==> src/rtl/d_latch_exerciser_if.sv <==
// Control and latch-drive bundle for d_latch_exerciser.
// i_* are driven toward the exerciser, o_* are driven by it.
//   i_start     : one-cycle run request
//   i_q         : output of the latch under test
//   o_d         : data drive to the latch
//   o_enable    : enable drive to the latch
//   o_busy      : run in progress
//   o_done      : run finished, held until the next start or reset
//   o_err_count : saturating mismatch count
//   o_pass      : done and no mismatches
interface d_latch_exerciser_if #(
  parameter int unsigned ERR_W = 8
);
  logic             i_start;
  logic             i_q;
  logic             o_d;
  logic             o_enable;
  logic             o_busy;
  logic             o_done;
  logic [ERR_W-1:0] o_err_count;
  logic             o_pass;

  modport master (
    output i_start, i_q,
    input  o_d, o_enable, o_busy, o_done, o_err_count, o_pass
  );

  modport slave (
    input  i_start, i_q,
    output o_d, o_enable, o_busy, o_done, o_err_count, o_pass
  );
endinterface

==> src/rtl/d_latch_exerciser.sv <==
// Clocked stimulus driver and checker for a level-sensitive D latch.
// Holds enable low for IDLE_CYC cycles, opens it for EN_CYC cycles, then
// closes it again, while d toggles every TOGGLE_CYC cycles. q is compared
// every cycle of the check window against a reference hold register.
//   i_clk : clock, rising edge
//   i_rst : synchronous active-high reset
//   bus   : control/latch bundle (slave side), see d_latch_exerciser_if
module d_latch_exerciser #(
  parameter int unsigned TOGGLE_CYC  = 10,
  parameter int unsigned IDLE_CYC    = 100,
  parameter int unsigned EN_CYC      = 100,
  parameter int unsigned NUM_TOGGLES = 50,
  parameter int unsigned ERR_W       = 8
) (
  input  logic                  i_clk,
  input  logic                  i_rst,
  d_latch_exerciser_if.slave    bus
);

  localparam int unsigned TOG_SPAN = TOGGLE_CYC * NUM_TOGGLES;
  localparam int unsigned EN_END   = IDLE_CYC + EN_CYC;
  localparam int unsigned END_K    = (TOG_SPAN > EN_END) ? TOG_SPAN : EN_END;
  localparam int unsigned K_W      = $clog2(END_K + 1);
  localparam int unsigned PH_W     = (TOGGLE_CYC > 2) ? $clog2(TOGGLE_CYC) : 1;
  localparam int unsigned TG_W     = $clog2(NUM_TOGGLES + 1);

  typedef enum logic [1:0] {S_IDLE, S_RUN, S_DONE} state_t;

  state_t           r_state;
  logic [K_W-1:0]   r_k;
  logic [PH_W-1:0]  r_ph;     // r_k mod TOGGLE_CYC
  logic [TG_W-1:0]  r_tog;    // toggles issued so far
  logic             r_d;
  logic             r_en;
  logic             r_qm;
  logic             r_busy;
  logic             r_done;
  logic             r_pass;
  logic [ERR_W-1:0] r_err;

  logic [K_W-1:0]   w_k_nxt;
  logic             w_en_nxt;
  logic             w_tog;
  logic             w_chk;
  logic             w_ref;
  logic             w_mis;
  logic             w_last;
  logic [ERR_W-1:0] w_err_nxt;

  // Outputs are registered one cycle ahead, so decode for cycle k+1.
  assign w_k_nxt  = r_k + 1'b1;
  assign w_en_nxt = (w_k_nxt >= K_W'(IDLE_CYC)) && (w_k_nxt < K_W'(EN_END));
  assign w_tog    = (r_ph == PH_W'(TOGGLE_CYC/2 - 1)) && (r_tog < TG_W'(NUM_TOGGLES));
  assign w_last   = (r_k == K_W'(END_K - 1));

  // Transparent: q follows d. Opaque: q holds the last transparent d.
  assign w_chk     = (r_k >= K_W'(IDLE_CYC));
  assign w_ref     = r_en ? r_d : r_qm;
  assign w_mis     = (bus.i_q === w_ref) ? 1'b0 : 1'b1;
  assign w_err_nxt = (w_chk && w_mis && (r_err != '1)) ? r_err + 1'b1 : r_err;

  // Sequencer, reference model and checker.
  always_ff @(posedge i_clk) begin
    if (i_rst) begin
      r_state <= S_IDLE;
      r_k     <= '0;
      r_ph    <= '0;
      r_tog   <= '0;
      r_d     <= 1'b0;
      r_en    <= 1'b0;
      r_qm    <= 1'b0;
      r_busy  <= 1'b0;
      r_done  <= 1'b0;
      r_pass  <= 1'b0;
      r_err   <= '0;
    end else begin
      case (r_state)
        S_IDLE, S_DONE: begin
          if (bus.i_start) begin
            r_state <= S_RUN;
            r_k     <= '0;
            r_ph    <= '0;
            r_tog   <= '0;
            r_d     <= 1'b0;
            r_en    <= 1'b0;
            r_busy  <= 1'b1;
            r_done  <= 1'b0;
            r_pass  <= 1'b0;
            r_err   <= '0;
          end
        end
        S_RUN: begin
          r_err <= w_err_nxt;
          if (r_en) r_qm <= r_d;
          if (w_last) begin
            r_state <= S_DONE;
            r_busy  <= 1'b0;
            r_done  <= 1'b1;
            r_pass  <= (w_err_nxt == '0);
            r_en    <= 1'b0;
          end else begin
            r_k  <= w_k_nxt;
            r_ph <= (r_ph == PH_W'(TOGGLE_CYC - 1)) ? '0 : r_ph + 1'b1;
            r_en <= w_en_nxt;
            if (w_tog) begin
              r_d   <= ~r_d;
              r_tog <= r_tog + 1'b1;
            end
          end
        end
        default: r_state <= S_IDLE;
      endcase
    end
  end

  assign bus.o_d         = r_d;
  assign bus.o_enable    = r_en;
  assign bus.o_busy      = r_busy;
  assign bus.o_done      = r_done;
  assign bus.o_err_count = r_err;
  assign bus.o_pass      = r_pass;

endmodule

==> src/flat_wrapper.sv <==
// flat-port wrapper written by rule: the top's interface ports become plain ports
module d_latch_exerciser_flat 
#(
  parameter int unsigned TOGGLE_CYC  = 10,
  parameter int unsigned IDLE_CYC    = 100,
  parameter int unsigned EN_CYC      = 100,
  parameter int unsigned NUM_TOGGLES = 50,
  parameter int unsigned ERR_W       = 8
)
  (i_clk, i_rst, bus_i_start, bus_i_q, bus_o_d, bus_o_enable, bus_o_busy, bus_o_done, bus_o_err_count, bus_o_pass);
  d_latch_exerciser_if #(.ERR_W(ERR_W)) bus_i ();
  input  logic i_clk;
  input  logic i_rst;
  input wire logic [$bits(bus_i.i_start)-1:0] bus_i_start;
  input wire logic [$bits(bus_i.i_q)-1:0] bus_i_q;
  output wire logic [$bits(bus_i.o_d)-1:0] bus_o_d;
  output wire logic [$bits(bus_i.o_enable)-1:0] bus_o_enable;
  output wire logic [$bits(bus_i.o_busy)-1:0] bus_o_busy;
  output wire logic [$bits(bus_i.o_done)-1:0] bus_o_done;
  output wire logic [$bits(bus_i.o_err_count)-1:0] bus_o_err_count;
  output wire logic [$bits(bus_i.o_pass)-1:0] bus_o_pass;
  assign bus_i.i_start = bus_i_start;
  assign bus_i.i_q = bus_i_q;
  assign bus_o_d = bus_i.o_d;
  assign bus_o_enable = bus_i.o_enable;
  assign bus_o_busy = bus_i.o_busy;
  assign bus_o_done = bus_i.o_done;
  assign bus_o_err_count = bus_i.o_err_count;
  assign bus_o_pass = bus_i.o_pass;
  d_latch_exerciser #(.TOGGLE_CYC(TOGGLE_CYC), .IDLE_CYC(IDLE_CYC), .EN_CYC(EN_CYC), .NUM_TOGGLES(NUM_TOGGLES), .ERR_W(ERR_W)) u_core (.i_clk(i_clk), .i_rst(i_rst), .bus(bus_i));
endmodule
==> config.mk <==
export PLATFORM = sky130hd
export DESIGN_NAME = d_latch_exerciser_flat
export DESIGN_NICKNAME = d
export VERILOG_FILES = /design/src/rtl/d_latch_exerciser_if.sv /design/src/rtl/d_latch_exerciser.sv /design/src/flat_wrapper.sv
export SDC_FILE = /design/constraint.sdc
export NUM_CORES = 1
export LEC_CHECK = 0
export BUFFER_PORTS_ARGS = -buffer_cell sky130_fd_sc_hd__buf_2
export CORE_ASPECT_RATIO = 0.8
export CORE_MARGIN = 8
export CORE_UTILIZATION = 40
export CTS_CLUSTER_SIZE = 10
export DETAILED_ROUTE_END_ITERATION = 16
export SKIP_CTS_REPAIR_TIMING = 1
export SLEW_MARGIN = 20
export SYNTH_ARGS = -nofsm -noshare
export SYNTH_HDL_FRONTEND = slang
export SYNTH_SLANG_ARGS = --single-unit
==> constraint.sdc <==
create_clock -name i_clk -period 1.7 [get_ports i_clk]
set_input_delay 0.34 -clock i_clk [delete_from_list [all_inputs] [get_ports i_clk]]
set_output_delay 0.34 -clock i_clk [all_outputs]
set_load 0.005 [all_outputs]
* Word-level counts from Yosys, hierarchy flattened *
Cells that the tools add are included.
Widths: inputs -> output; s select.

word-level totals
  bits in writable memories = 0
  bits in latches = 0
  memories = 0
  register bits = 35
  bits in read-only memories = 0
  word-level logic and storage cells = 76

cells by class
  order comparisons = 4
  multiply operators = 0
  equality and inequality tests = 11
  reduce and logical (&&, ||, !) cells = 13
  muxes and demuxes = 32
  add/subtract/negate cells = 4
  shift-type cells = 0
  bitwise gates (word level) = 1
  divide/modulo/power cells = 0

operators by type and width
  cell                 number
  $ge 9x7->1 const B   2
  $mux 6               3
  $mux 9               2
  $pmux 9 s2           1
  $mux 8               2
  $pmux 8 s2           1
  $mux 4               3
  $pmux 6 s2           1
  $mux 1               10
  $pmux 1 s2           5
  $add 9x1->9 const B  1
  $eq 9x9->1 const B   1
  $lt 9x8->1 const B   1
  $add 8x1->8 const B  1
  $logic_not 8->1      1
  $ne 8x8->1 const B   1
  $pmux 4 s2           1
  $add 6x1->6 const B  1
  $lt 6x6->1 const B   1
  $reduce_and 3->1     2
  $add 4x1->4 const B  1
  $eq 4x3->1 const B   1
  $eq 4x4->1 const B   1
  $logic_and 1x1->1    4
  13 further kinds     17

* Depth between registers and ports, before layout *
  depth after elaboration = 9
  gate-level depth with buffers = 8
  depth with buffers taken out = 7

* Worst setup path before layout *
Ideal clock, no wire load.

  path kind = register to register
  from = register u_core.r_en, in the netlist u_core.bus.o_enable
  to = register u_core.r_err[5], in the netlist u_core.bus.o_err_count[5]
  library setup time = 0.070 ns
  data arrival time = 1.729 ns
  period minus slack after synthesis = 1.800 ns
  stages on the path, launching flop included = 7
  required time = 1.630 ns
  path slack = -0.100 ns
  path buffers = 0
  cell sequence = dfxtp_1 -> mux2i_1 -> xnor2_2 -> nand3_4 -> or2_4 -> or4_1 -> a21oi_1

on the way
  word-level cells in the longest chain between the ends = 7

ends and longest elaborated chain
  what                            RTL line                  source
  start: declaration              d_latch_exerciser.sv:34   logic r_en;
  start signal: assignment        d_latch_exerciser.sv:104  r_en <= w_en_nxt;
  $mux 1                          --
  $eqx 1x1->1                     d_latch_exerciser.sv:59   assign w_mis = (bus.i_q === w_ref) ? 1'b0 : 1'b1;
  $mux 1                          d_latch_exerciser.sv:59
  $logic_and 1x1->1 (2 in a row)  d_latch_exerciser.sv:60   assign w_err_nxt = (w_chk && w_mis && (r_err != '1)) ? r_err + 1'b1 : r_err;
  $mux 8                          d_latch_exerciser.sv:60
  $pmux 8 s2                      d_latch_exerciser.sv:77   case (r_state)
  end signal: assignment          d_latch_exerciser.sv:93   r_err <= w_err_nxt;
  end: declaration                d_latch_exerciser.sv:39   logic [ERR_W-1:0] r_err;

No other way between the ends.
A chain may end at the register's enable or synchronous reset.

* Final worst setup path *
Ends and elaborated chain as after synthesis.

==> flow_metrics.tcl <==
set metrics [dict create \
    ys_ff_latch 35 \
    p_int_w 0.00129 \
    n_antenna_cell 0 \
    cts.path.max_buffers 2 \
    rows 23 \
    violations "setup timing" \
    die_area_um2 7680 \
    fin_nets 322 \
    drive_gt1_frac 0.356 \
    area_delta_synth_final_pct 31.0 \
    ys_async_sr_fraction 0 \
    period_needed_ns 1.72 \
    ant_nets 0 \
    critPathLaunchType "flop" \
    worstSkewPairLatency_ns 0.29 \
    ir_worst_vdd_uv 419 \
    wl_um 5310 \
    drv_cap 0 \
    synth_nets 265 \
    synth_top_area_frac 0.342 \
    dr_wl_met2_um 2290 \
    dp_slack_ns -0.0429 \
    switchingPower_w 0.000472 \
    die_x_um 96.0 \
    p_leak_nw 1.05 \
    synth_seq_area_share 0.342 \
    grt_pass1_wl_um 8640 \
    slew_headroom 0.709 \
    dr_total_vias 1984 \
    cts_buffers 5 \
    drc 0 \
    grt_setup_unrepaired "true" \
    switching_share 0.269 \
    viasPerCell 5.30 \
    finalPower_w 0.00176 \
    fin_area_um2 2690 \
    top_layer "met4" \
    io_pins 17 \
    dr.first_iter.drc_count 129 \
    fin_crit_sh 1.01 \
    crit_path_end_kind "flop" \
    outcome "finished, violations left" \
    hpwl_um 3890 \
    fmax_mhz 580 \
    final_util 0.539 \
    synth_most_common_cell "nor2_1" \
    synth_area_leaders "dfxtp_1 34%, nor2_1 6.6%, a21oi_1 5.1%" \
    setup_slack_ns -0.0231 \
    syn_inst 254 \
    grt_max_degree 23 \
    wire_per_inst_um 14.2 \
    hp-class "primary input to flop" \
    p_seq_frac 0.482 \
    met3_length_um 204 \
    pwr-share-comb 0.124 \
    grt.total_usage 0.144 \
    crit_chain "mux2i_2 > xnor2_2 > nand3_4 > or2_4 > or4_4 > a21oi_2" \
    path_class "flop to flop" \
    drt_first_pass_iters 4 \
    cts_max_level 2 \
    yosys_warnings 0 \
    setup_viol 1 \
    fp.coreArea_um2 4980 \
    hold_viol_final 0 \
    slowest_delay_ns 0.41 \
    critical_path_arrival_ns 1.95 \
    critPathMaxFanout 5 \
    synth.avg_cell_area_um2 8.07 \
    synth_edf_count 0 \
    worst_pin_slew_ns 0.436 \
    path_clk_slew_ns 0.07 \
    die_y_um 80.0 \
    fill_cells 497 \
    start_util 0.412 \
    placed_area_um2 2460 \
    tritoncts "yes" \
    synth_cell_type_count 54 \
    clkSinkCount 35 \
    yosys_most_used_dff "dfxtp_1" \
    synthTopCellsByCount "36 x nor2_1, 35 x dfxtp_1, 21 x a21oi_1, 21 x nand2_1, 13 x o21ai_0" \
    synth_largest_area_cell "dfxtp_1" \
    cp_data_required_time_ns 1.93 \
    p_per_area_nw_per_um2 655 \
    critPathSlowestCell "or4_4" \
    netlist_area_um2 2050 \
    clockPowerShare 0.394 \
    first_global_vias 1785 \
    portBuffers 16 \
    grt_overflow 0 \
    place.gp.congestion 0.901 \
    slew_viol_final 0 \
    m1WireLength_um 2700 \
    antenna_found_initial 0 \
    clockRootBuffer "clkbuf_8" \
    fin_skew_ns 0.00684 \
]
routing by layer:
| metal | global-route usage | vias to the layer above |
|---|---|---|
| met4 | 0.0720 | 0 |
| met3 | 0.0291 | 9 |
| met5 | 0 | - |
| met2 | 0.204 | 43 |
| li1 | - | 1021 |
| met1 | 0.198 | 911 |
layout by cell type, fill, tap and decap left out, types with 2 or more instances in the layout:
cell and instances:
buf_4 50, nor2_1 33, dfxtp_1 28, nand2_1 20, a21oi_1 20, buf_2 16, o21ai_0 11, nand3_1 10
nor3_1 8, nand4_1 7, clkbuf_8 7, xor2_1 6, inv_1 5, nand2b_1 5, xnor2_1 5, ha_1 5
dfxtp_2 5, nor2b_1 4, nor3_2 3, nor2_2 3, a211oi_1 3, and3_1 3, or3_1 3, o21ai_2 2
o311ai_1 2, a311oi_1 2, mux2i_1 2, o211ai_1 2, dfxtp_4 2
worst paths after layout:
kind / startpoint / to / slack (ns) / cells after the start
hold reg to reg: u_core.bus.o_done$_SDFFE_PP0P_ / u_core.bus.o_done$_SDFFE_PP0P_ / 0.45 / 2
setup / recovery: u_core.bus.o_enable$_SDFFE_PP0P_ / u_core.bus.o_err_count[5]$_SDFFE_PP0P_ / -0.02 / 6
setup reg to reg: u_core.bus.o_enable$_SDFFE_PP0P_ / u_core.bus.o_err_count[5]$_SDFFE_PP0P_ / -0.02 / 6
hold / removal: bus_i_start / u_core.r_state[1]$_SDFFE_PP0P_ / 0.35 / 3
kinds of logic (layout without fill, tap and decap cells):
logic type | Yosys count | count (layout) | synth area share
AND/OR/NAND/NOR | 118 | 118 | 0.293
AO/OA/AOI/OAI | 58 | 58 | 0.181
flip-flops | 35 | 35 | 0.342
buffers and inverters | 21 | 79 | 0.0720
XOR/XNOR | 12 | 12 | 0.0549
adder cells (fa/ha/maj) | 7 | 7 | 0.0427
multiplexers | 3 | 3 | 0.0147
registers in the layout (all words and copies together) (netlist names), 2 cells and up:
signal                  count
u_core.bus.o_err_count      8
u_core.r_k                  9
u_core.r_ph                 4
u_core.r_state              2
u_core.r_tog                6
area by class of cell:
class	count	area, um2	area share
Clock buffer	7	96.3	0.0359
Sequential cell	35	714	0.266
Multi-Input combinational cell	198	1320	0.490
Clock inverter	1	7.51	0.00280
Tap cell	62	77.6	0.0289
Timing Repair Buffer	66	455	0.170
Inverter	5	18.8	0.00699
critical path: cells and delay by family (launching register included):
| kind | cells | cell delay, ns |
|---|---|---|
| and+or+nand+nor | 3 | 0.79 |
| xor gates and xnor gates | 1 | 0.17 |
| DFF | 1 | 0.34 |
| AOI/OAI and AO/OA | 1 | 0.11 |
| muxes | 1 | 0.25 |
power by group through the flow:
| stage | clock (W) | sequential [W] | combinational, W |
|---|---|---|---|
| floorplan | 0 | 0.000864 | 0.000129 |
| global placement | 0 | 0.000865 | 0.000207 |
| detailed placement | 0 | 0.000865 | 0.000208 |
| CTS | 0.000711 | 0.000846 | 0.000209 |
| global route | 0.000733 | 0.000849 | 0.000242 |
| finish | 0.000693 | 0.000847 | 0.000218 |
metrics by stage:
step | hold slack, ns | std cells | setup TNS [ns]
floorplan | 0.431 | 254 | -0.0555
global placement | 0.440 | 366 | -0.0266
detailed placement | 0.444 | 366 | -0.0573
CTS | 0.337 | 374 | -0.126
global route | 0.387 | 374 | -0.323
finish | 0.350 | 374 | -0.0231
(Power assumes the default switching activity.)
